### config.mk
export PLATFORM = sky130hd
export DESIGN_NAME = lmc_core
export DESIGN_NICKNAME = d
export VERILOG_FILES = /design/src/rtl/lmc_core.sv
export SDC_FILE = /design/constraint.sdc
export NUM_CORES = 1
export LEC_CHECK = 0
export ABC_CLOCK_PERIOD_IN_PS = 9190
export BUFFER_PORTS_ARGS = -buffer_cell sky130_fd_sc_hd__buf_2
export CORE_UTILIZATION = 55
export DETAILED_ROUTE_END_ITERATION = 10
export PLACE_DENSITY_LB_ADDON = 0.05
export SLEW_MARGIN = 0
export SYNTH_ARGS = -nofsm -noshare
export SYNTH_HDL_FRONTEND = slang
export SYNTH_SLANG_ARGS = --single-unit
export TNS_END_PERCENT = 10
### constraint.sdc
create_clock -name clk -period 9.19 [get_ports clk]
set_input_delay 1.3785 -clock clk [delete_from_list [all_inputs] [get_ports clk]]
set_output_delay 1.3785 -clock clk [all_outputs]
set_load 0.02 [all_outputs]
### src/rtl/lmc_core.sv
// lmc_core: Little Man Computer core with saturating decimal accumulator and INP/OUT handshakes.
module lmc_core #(
    parameter int MEM_DEPTH = 100
) (
    input  logic               clk,
    input  logic               reset,
    output logic [6:0]         mem_addr,
    output logic signed [10:0] mem_wdata,
    output logic               mem_we,
    input  logic signed [10:0] mem_rdata,
    input  logic signed [10:0] in_data,
    input  logic               in_valid,
    output logic               in_ready,
    output logic signed [10:0] out_data,
    output logic               out_valid,
    input  logic               out_ready,
    output logic               halted,
    output logic               error,
    output logic [6:0]         pc,
    output logic signed [10:0] acc
);
    typedef enum logic [2:0] {FETCH, EXEC, IN_WAIT, OUT_WAIT, HALT} state_t;
    state_t state, state_nx;
    logic signed [10:0] ir;
    logic [9:0] ir_u;
    logic [3:0] opcode;
    logic [6:0] operand;
    logic in_range, legal, exec, is_mem, take_branch;
    logic signed [11:0] sum;
    logic signed [10:0] sat_sum;
    assign in_range = !ir[10] && ir <= 11'sd999;
    assign ir_u     = in_range ? ir[9:0] : '0;
    assign opcode   = 4'(ir_u / 10'd100);
    assign operand  = 7'(ir_u % 10'd100);
    assign legal    = in_range && (ir_u == 10'd0 || ir_u == 10'd901 || ir_u == 10'd902 ||
                      opcode inside {4'd1, 4'd2, 4'd3, 4'd5, 4'd6, 4'd7, 4'd8});
    assign exec     = state == EXEC;
    assign is_mem   = exec && legal && opcode inside {4'd1, 4'd2, 4'd3, 4'd5};
    assign take_branch = opcode == 4'd6 || (opcode == 4'd7 && acc == 11'sd0) || (opcode == 4'd8 && !acc[10]);
    // 12-bit headroom covers every 11-bit sum/difference before clamping
    assign sum      = opcode == 4'd2 ? {acc[10], acc} - {mem_rdata[10], mem_rdata}
                                     : {acc[10], acc} + {mem_rdata[10], mem_rdata};
    assign sat_sum  = sum > 12'sd999 ? 11'sd999 : sum < -12'sd999 ? -11'sd999 : sum[10:0];
    assign mem_addr  = is_mem ? operand : pc;
    assign mem_wdata = acc;
    assign mem_we    = exec && legal && opcode == 4'd3;
    assign in_ready  = state == IN_WAIT;
    assign out_valid = state == OUT_WAIT;
    assign halted    = state == HALT;
    always_comb begin
        state_nx = state;
        case (state)
            FETCH:    state_nx = EXEC;
            EXEC:     state_nx = (!legal || ir_u == 10'd0) ? HALT :
                                 ir_u == 10'd901 ? IN_WAIT :
                                 ir_u == 10'd902 ? OUT_WAIT : FETCH;
            IN_WAIT:  state_nx = in_valid ? FETCH : IN_WAIT;
            OUT_WAIT: state_nx = out_ready ? FETCH : OUT_WAIT;
            default:  state_nx = HALT;
        endcase
    end
    always_ff @(posedge clk or negedge reset) begin
        if (!reset) begin
            state    <= FETCH;
            pc       <= '0;
            acc      <= '0;
            ir       <= '0;
            out_data <= '0;
            error    <= 1'b0;
        end else begin
            state <= state_nx;
            if (state == FETCH) begin
                ir <= mem_rdata;
                pc <= pc == 7'(MEM_DEPTH - 1) ? '0 : pc + 7'd1;
            end
            if (exec && legal) begin
                if (opcode == 4'd1 || opcode == 4'd2) acc <= sat_sum;
                if (opcode == 4'd5) acc <= mem_rdata;
                if (take_branch) pc <= operand;
                if (ir_u == 10'd902) out_data <= acc;
            end
            if (exec && !legal) error <= 1'b1;
            if (state == IN_WAIT && in_valid) acc <= in_data;
        end
    end
endmodule

==> results of run 1 <==
[layout make-up]
cell class / instances / area, um2
Clock buffer: 5 / 68.8
Clock inverter: 3 / 47.5
Fill cell: 683 / 2650
Inverter: 26 / 97.6
Multi-Input combinational cell: 403 / 2810
Sequential cell: 44 / 1100
Tap cell: 99 / 124
Timing Repair Buffer: 78 / 393
[worst max path at each step]
stage                        end  slack [ns]  cells after the start
final                     acc[4]        1.21                     27
after global routing      acc[4]        0.47                     29
after CTS                 acc[4]        1.28                     29
after detailed placement  acc[4]        1.31                     29
after global placement    acc[4]        1.67                     29
after floorplan           acc[4]        2.23                     31
[metrics by stage]
step	instance area (um2)	cells	hold WS, ns
after floorplan	4180	505	0.463
after global placement	4520	650	0.442
after detailed placement	4520	650	0.465
after CTS	4640	658	0.487
after global routing	4640	658	0.515
final	4640	658	0.481
[placed cells by master (no fill, tap or decap), types with 7 or more instances in the layout]
| cell | instances |
|---|---|
| a21oi_1 | 42 |
| nor3_1 | 23 |
| and3_1 | 7 |
| nand2_1 | 28 |
| a21o_1 | 7 |
| o21ai_0 | 26 |
| dfrtp_1 | 44 |
| ha_1 | 14 |
| mux2_2 | 21 |
| nand3_1 | 10 |
| xnor2_1 | 24 |
| inv_1 | 26 |
| a31oi_1 | 9 |
| nor2_1 | 50 |
| nand2b_1 | 8 |
| o22ai_1 | 9 |
| mux2i_1 | 20 |
| and2_1 | 9 |
| buf_2 | 77 |
[kinds of logic after synthesis]
family	Yosys count	synth area share (%)
xor+xnor	29	6.08
simple gates	177	23.0
buf+inv	58	6.53
compound gates	141	22.9
mux	41	10.5
flops	44	26.4
fa+ha+maj	15	4.67
[per-layer routing]
layer	wire length [um]	global-route usage, %
met1	5500	42.8
met2	5130	45.5
met3	777	5.54
met4	99	6.64
met5	0	0
[state kept, by name (all words and copies together), names as in the netlist]
name	count
pc	7
error	1
acc	11
out_data	11
ir	11
state	3
[synthesized netlist by cell type (all sizes together), types with 10 or more instances]
library cell | number | area [um2]
a21oi | 43 | 219
a31oi | 10 | 77.6
buf | 17 | 119
clkbuf | 15 | 56.3
dfrtp | 44 | 1100
ha | 14 | 175
inv | 26 | 97.6
mux2 | 21 | 236
mux2i | 20 | 200
nand2 | 28 | 105
nand3 | 11 | 60.1
nor2 | 52 | 200
nor3 | 26 | 146
o21ai | 31 | 155
xnor2 | 24 | 210
==> impl_results.md, run 1 <==
- Hold path cells: 1
- Largest net degree at the start of global routing: 45
- CTS root buffer: clkbuf_8
- Setup ws final: ~1.2 ns
- First-pass GRT wire length: about 18000 um
- Fraction of registers with async set/reset: 100%
- Ratio of cells with drive above 1 in the final layout: approximately a quarter
- Slew @ Worst Pin: between 1 and 1.5 ns
- Synth Register Bits: 44
- Ys Warns: 0
- Rows: 31
- Initial core utilization: 57.3%
- Total wire length: about 12000 um
- Maxcap violations: 0
- Total number of vias: 4000
- Worst path buffer plus inverter count: 1
- FF-to-FF setup slack: between 1 and 1.5 ns
- Number of remaining DRC errors: 0
- Largest stage delay, worst path: between 0.6 and 0.7 ns
- Slew margin rel.: around 16%
- Gr usage total: 29.5%
- R2r endpoint: acc[4]
- Clock latency on the worst-skew pair: approximately 0.31 ns
- Critical path origin: ir[3]
- Pre-CTS setup slack: approximately 1.3 ns
- Synth cell types: between 70 and 80
- Period Utilization, post-route: about 87%
- Post-DP HPWL: about 8900 um
- Nets@finish: approximately 600
- ANT nets after route: 0
- Vias in the first global route: around 3600
- Hold Crit Endpoint: error
- Setup TNS: 0 ns
- Reg2reg start: ir[3]
- Syn Nets: approximately 550
- R2R cell count: 27
- I/O pin count: a little under 80
- Final Max Slew Viols: 0
- Crit-path slowest cell: a21oi_2
- Fmax: 125 MHz
- Port buffer count: between 70 and 80
- Area growth, synth to finish: 11.1%
- Top_reg_cell synth: dfrtp_1
- Top cell family by delay on the critical path: compound AO/OA/AOI/OAI gates
- Gr ovfl total: 0
- CTS-repair resized insts: 0
- Mean Syn Cell Area: a little over 8 um2
- Worst hold path class: flop to flop
- CTS Buf Count: 5
- N_diodes: 0
- Setup crit start kind: flop
- Final number of hold-violating endpoints: 0
- GP Congestion: between 0.9 and 1
- Skew final: 0.00998 ns
- Post-Synthesis Cells: 505
- Unrepaired setup endpoints after global routing: false
- CP Class: flop to flop
- Final setup vio count: 0
- Worst EP arrival: 8.21 ns
- Critical Path RT: ~9.4 ns
- Setup Buffers After CTS: 0
- CTS max path bufs: 2
- Seq/Total Area, Yosys: between 20% and 30%
- Hold-fix buffers, CTS: 0
- Clk pin slew, worst setup/hold paths: ~0.1 ns
- 1st-iter DRT viols: ~300
- Crit-path max FO: 21
- DIE WIDTH: approximately 89 um
- Crit. End Element: flop
- Die height: 89.1 um
- Min Tclk post-route: between 7 and 8 ns
- TritonCTS clock tree: yes
- Initial antenna violation count: 0
- H-Tree Depth: 2
- Util after Layout: between 60% and 70%
- Hold wc startpoint: error
- Clk sinks: 44
- Die area: 7940 um2
- Outcome: finished clean
- Number of flops mapped to enable cells by yosys: 0
- Vias per cell: just over 6
- Mapped Area: about 4200 um2
- Routed wire per std cell: 17.5 um
- DRT Pass-1 Iters: 5
- Placeable Area: 7290 um2
Power of run 1 is not shown: default switching activity piles up to over one toggle a cycle in this logic, so the estimate is an artifact.
==> inputs of run 2 (changes only) <==
CORE_ASPECT_RATIO = 2   (was not set)
==> run 2 against run 1 <==
  * Maximum frequency fell by 1.3%
  * Non-clock buffer count rose by 1
  * Global-route usage rose by 2.2 points
  * Via count rose by 1.5%
  * Core utilization rose by 0.18 points
  * Sequential cell count did not move
  * Register-to-register slack got worse by 0.10 ns
  * Setup slack got worse by 0.10 ns
  * Count of clock-buffer cells in the layout rose by 2
  * Die area rose by 0.27%
  * Critical path type unchanged
==> impl_results.md, run 2 (synthesis gave the netlist of run 1 again) <==
- Outcome: finished clean
- Rows: 44
- Unrepaired setup endpoints after global routing: false
- Slew @ Worst Pin: between 1 and 1.5 ns
- Crit. End Element: flop
- DRT Pass-1 Iters: 5
- First-pass GRT wire length: ~20000 um
- Area growth, synth to finish: 11.9%
- Clk pin slew, worst setup/hold paths: around 0.060 ns
- Final setup vio count: 0
- Biggest regs: acc: 11 flops, ir: 11 flops, out_data: 11 flops
- Critical Path RT: 9.40 ns
- Port buffer count: 77
- Filler instances: roughly 700
- Largest net degree at the start of global routing: 45
- Nets@finish: 600
- Setup Buffers After CTS: 0
- Ratio of cells with drive above 1 in the final layout: a little under a quarter
- Total number of vias: slightly above 4000
- Vias in the first global route: just over 4000
- Setup TNS: 0 ns
- Area after DPL: between 4000 and 5000 um2
- CTS root buffer: clkbuf_16
- CP Class: flop to flop
- Register area: between 1000 and 1500 um2
- CTS-repair resized insts: 0
- Min Tclk post-route: ~8.1 ns
- Maxcap violations: 0
- DIE WIDTH: 63.6 um
- Hold-fix buffers, CTS: 0
- Skew final: 0.00876 ns
- Final instance area: 4670 um2
- Initial antenna violation count: 0
- Gr ovfl total: 0
- Routed wire per std cell: 18.7 um
- Most common cell after layout, fill and taps aside: buf_2
- Initial core utilization: 57.0%
- I/O pin count: 78
- Die height: ~130 um
- CTS max path bufs: 2
- Clk sinks: 44
- Worst hold path class: flop to flop
- Footprint of the multi-input gates: 2810 um2
- Placeable Area: ~7300 um2
- FF-to-FF setup slack: roughly 1.1 ns
- GP Congestion: between 0.9 and 1
- CTS Buf Count: 5
- Critical path origin: ir[3]
- Worst EP arrival: 8.30 ns
- ANT nets after route: 0
- Period Utilization, post-route: approximately 90%
- Most frequent cells in the layout: buf_2 (77), nor2_1 (50), dfrtp_1 (44), a21oi_1 (42), nand2_1 (28)
- Final Max Slew Viols: 0
- Gr usage total: a little under a third
- Die area: roughly 8000 um2
- Fmax: 124 MHz
- Util after Layout: roughly 64%
- H-Tree Depth: 2
- Clock latency on the worst-skew pair: 0.29 ns
- Vias per cell: 6.23
- Number of remaining DRC errors: 0
- Slew margin rel.: around a third
- Crit-path max FO: 21
- Reg2reg start: ir[3]
- N_diodes: 0
- Hold wc startpoint: error
- Setup crit start kind: flop
- 1st-iter DRT viols: 301
- TritonCTS clock tree: yes
- Final number of hold-violating endpoints: 0
- Post-DP HPWL: approximately 9700 um
- Total wire length: roughly 12000 um
run 2: layout make-up:
class	count	area share [%]
clock inverter	1	0.161
sequential	44	23.6
multi-input combinational	403	60.1
inverter	26	2.09
tap	92	2.46
clock buffer	7	3.05
timing repair buffer	79	8.57
run 2: critical path, cell delays in order, from the launching register on:
cell and delay (ns):
dfrtp_1 0.54, o2111a_1 0.35, a21oi_2 0.63, and2_1 0.30, ha_1 0.27, or3_1 0.15
a21o_1 0.26, nand3_1 0.15, a21oi_1 0.40, nor4_4 0.09, a211oi_1 0.40, a21o_2 0.28
nand3_2 0.14, nor2_1 0.64, mux2_2 0.44, fa_1 0.43, nor2b_1 0.12, o21ai_0 0.10
a21boi_0 0.23, o21ai_0 0.13, a21oi_1 0.28, xor2_1 0.16, o41ai_1 0.44, inv_1 0.15
a211oi_4 0.35, nor2_2 0.10, a211o_1 0.30, a31oi_1 0.16
run 2: final timing paths:
| check | depth (start not counted) | to |
|---|---|---|
| max | 27 | acc[4] |
| min | 1 | error |
| max reg2reg | 27 | acc[4] |
| min reg2reg | 1 | error |
| max in group asynchronous | 1 | acc[3] |
| min in group asynchronous | 1 | ir[9] |
run 2: metal layers:
metal  GRT usage (%)  vias to the layer above  wire, um
met5               0                        -         0
met4            18.6                        0       592
met3            2.28                       37       274
met2            60.1                      103      6890
met1            32.5                     1995      4420
li1                -                     1924         -
run 2: through the flow:
stage,hold slack [ns],cells,setup slack (ns)
after floorplan,0.463,505,2.23
after global placement,0.445,644,1.59
after detailed placement,0.454,644,1.27
after CTS,0.468,652,1.22
after global routing,0.500,652,0.503
final,0.463,652,1.11
Power of run 2 is left out for the same reason.
==> inputs of run 3 (changes only) <==
ABC_AREA = 1   (was not set)
ABC_CLOCK_PERIOD_IN_PS = 7400   (was 9190)
CORE_UTILIZATION = 51   (was 55)
clock period = 7.4 ns   (was 9.19 ns; I/O delays follow)
==> run 3 against run 2 <==
  * Count of clock-buffer cells in the layout decreased by 2
  * Maximum frequency increased by 21%
  * Clock skew decreased by 0.0035 ns
  * Core utilization decreased by 4.5 points
  * Cell count increased by 17%
  * Non-clock buffer count increased by 1
  * Sequential share of layout area about the same
==> impl_results.md, run 3 <==
- Largest stage delay, worst path: about 0.42 ns
- Port buffer count: between 70 and 80
- CTS Buf Count: 5
- Share of the synthesized area in the top cell type: 26.8%
- Final Max Slew Viols: 0
- Final number of hold-violating endpoints: 0
- CP Class: flop to flop
- DIE WIDTH: approximately 65 um
- H-Tree Depth: 2
- Ratio of cells with drive above 1 in the final layout: about a fifth
- Area leader, netlist: dfrtp_1
- Synth cell types: 52
- Critical path origin: ir[8]
- Min Tclk post-route: roughly 6.7 ns
- Gr ovfl total: 0
- GP Congestion: between 0.9 and 1
- Die area: 8440 um2
- Worst EP arrival: a little under 7 ns
- Unrepaired setup endpoints after global routing: false
- Clk pin slew, worst setup/hold paths: around 0.06 ns
- Nets@finish: between 700 and 800
- Hold-fix buffers, CTS: 0
- TritonCTS clock tree: yes
- Vias per cell: 5.28
- Hold wc startpoint: out_data[4]
- ANT nets after route: 0
- Top post-synthesis cells by area: dfrtp_1 (27%), nand2_1 (15%), inv_1 (8.9%), o21ai_0 (4.8%), ha_1 (4.3%)
- Area after DPL: ~4500 um2
- Most common cell on crit path: nand2_1
- Most common cell in the netlist: nand2_1
- Setup Buffers After CTS: 0
- Slew @ Worst Pin: 0.902 ns
- Maxcap violations: 0
- I/O pin count: 78
- Critical Path RT: around 7.6 ns
- Total wire length: ~12000 um
- Worst hold path class: flop to flop
- Initial core utilization: 52.1%
- Biggest regs: acc: 11 flops, ir: 11 flops, out_data: 11 flops
- Initial antenna violation count: 0
- Total number of vias: 4034
- Synth Register Bits: 44
- Clk sinks: 44
- Most frequent cells in the layout: nand2_1 (165), inv_1 (97), buf_2 (77), dfrtp_1 (44), nor2_1 (42)
- Number of flops mapped to enable cells by yosys: 0
- First-pass GRT wire length: 19100 um
- Top_reg_cell synth: dfrtp_1
- Skew final: between 0.005 and 0.006 ns
- Post-DP HPWL: between 9000 and 10000 um
- Seq/Total Area, Yosys: 26.8%
- Slew margin rel.: between 30% and 40%
- N_diodes: 0
- Mean Syn Cell Area: around 6.9 um2
- CTS max path bufs: 2
- Crit-path slowest cell: dfrtp_1
- Final setup vio count: 0
- Setup TNS: 0 ns
- Post-Synthesis Cells: ~600
- Area growth, synth to finish: 13.8%
- Placeable Area: just under 8000 um2
- Clock latency on the worst-skew pair: a little under 0.3 ns
- Largest net degree at the start of global routing: 45
- Fraction of registers with async set/reset: 100%
- Final instance area: roughly 4700 um2
- Syn Nets: 640
- Most frequent cells after synthesis: nand2_1 (165), inv_1 (97), dfrtp_1 (44)
- Reg2reg start: ir[8]
- Number of remaining DRC errors: 0
- Setup crit start kind: flop
- Crit-path max FO: 10
- Mapped Area: 4110 um2
- Most common cell after layout, fill and taps aside: nand2_1
- Routed wire per std cell: 15.7 um
- DRT Pass-1 Iters: 4
- Rows: 46
- Fmax: around 150 MHz
- Crit. End Element: flop
- Outcome: finished clean
- Gr usage total: a little under a third
- Period Utilization, post-route: between 90% and 100%
- Vias in the first global route: between 4000 and 5000
- 1st-iter DRT viols: 175
- Die height: about 130 um
- FF-to-FF setup slack: 0.72 ns
- CTS root buffer: clkbuf_16
- Ys Warns: 0
-- run 3: cells by family after synthesis --
logic type      synth area share, %
compound gates                 12.3
xor+xnor                       4.69
fa+ha+maj                      4.75
buf+inv                        13.1
flops                          26.8
mux                            2.68
simple gates                   35.7
-- run 3: layer usage --
| layer | vias to the layer above | routed length, um | share of wire [%] | GRT usage, % |
|---|---|---|---|---|
| met2 | 98 | 7140 | 60 | 62.7 |
| met3 | 26 | 266 | 2.2 | 3.01 |
| li1 | 2030 | - | - | - |
| met4 | 0 | 504 | 4.2 | 15.2 |
| met1 | 1880 | 4060 | 34 | 27.2 |
| met5 | - | 0 | 0 | 0 |
-- run 3: worst max-delay path: cells and delay by family (launching register included) --
family                   cells  cell delay [ns]
AND/OR/NAND/NOR             27             2.89
adder cells (fa/ha/maj)      2             0.48
buffers and inverters        7             0.77
XOR/XNOR                     1             0.24
AO/OA/AOI/OAI               10             1.76
flip-flops                   1             0.42
-- run 3: final timing paths --
check / end / depth (start not counted)
min in group asynchronous: ir[10] / 2
max in group asynchronous: out_data[9] / 2
min reg2reg: out_data[4] / 2
max reg2reg: acc[2] / 47
max: acc[2] / 47
min: out_data[4] / 2
-- run 3: area by class of cell --
class,count,area (um2)
Fill cell,780,3210
Multi-Input combinational cell,431,2470
Sequential cell,44,1100
Timing Repair Buffer,80,408
Inverter,105,399
Clock buffer,5,125
Tap cell,96,120
Clock inverter,3,46.3
-- run 3: through the flow --
step                      utilization, %  setup WS (ns)  instances  hold slack (ns)
after global routing                59.3         0.0510        764            0.504
final                               59.3          0.717        764            0.485
after floorplan                        -           1.76        599            0.465
after detailed placement            57.0          0.616        756            0.472
after global placement              57.0          0.780        756            0.464
after CTS                           59.2          0.599        764            0.489
-- run 3: timing repair --
action,4_1_cts,5_1_grt
endpoints found under the hold margin,0,0
gates resized for setup,0,3
endpoints found under the setup margin,0,11
Power of run 3 is left out for the same reason.
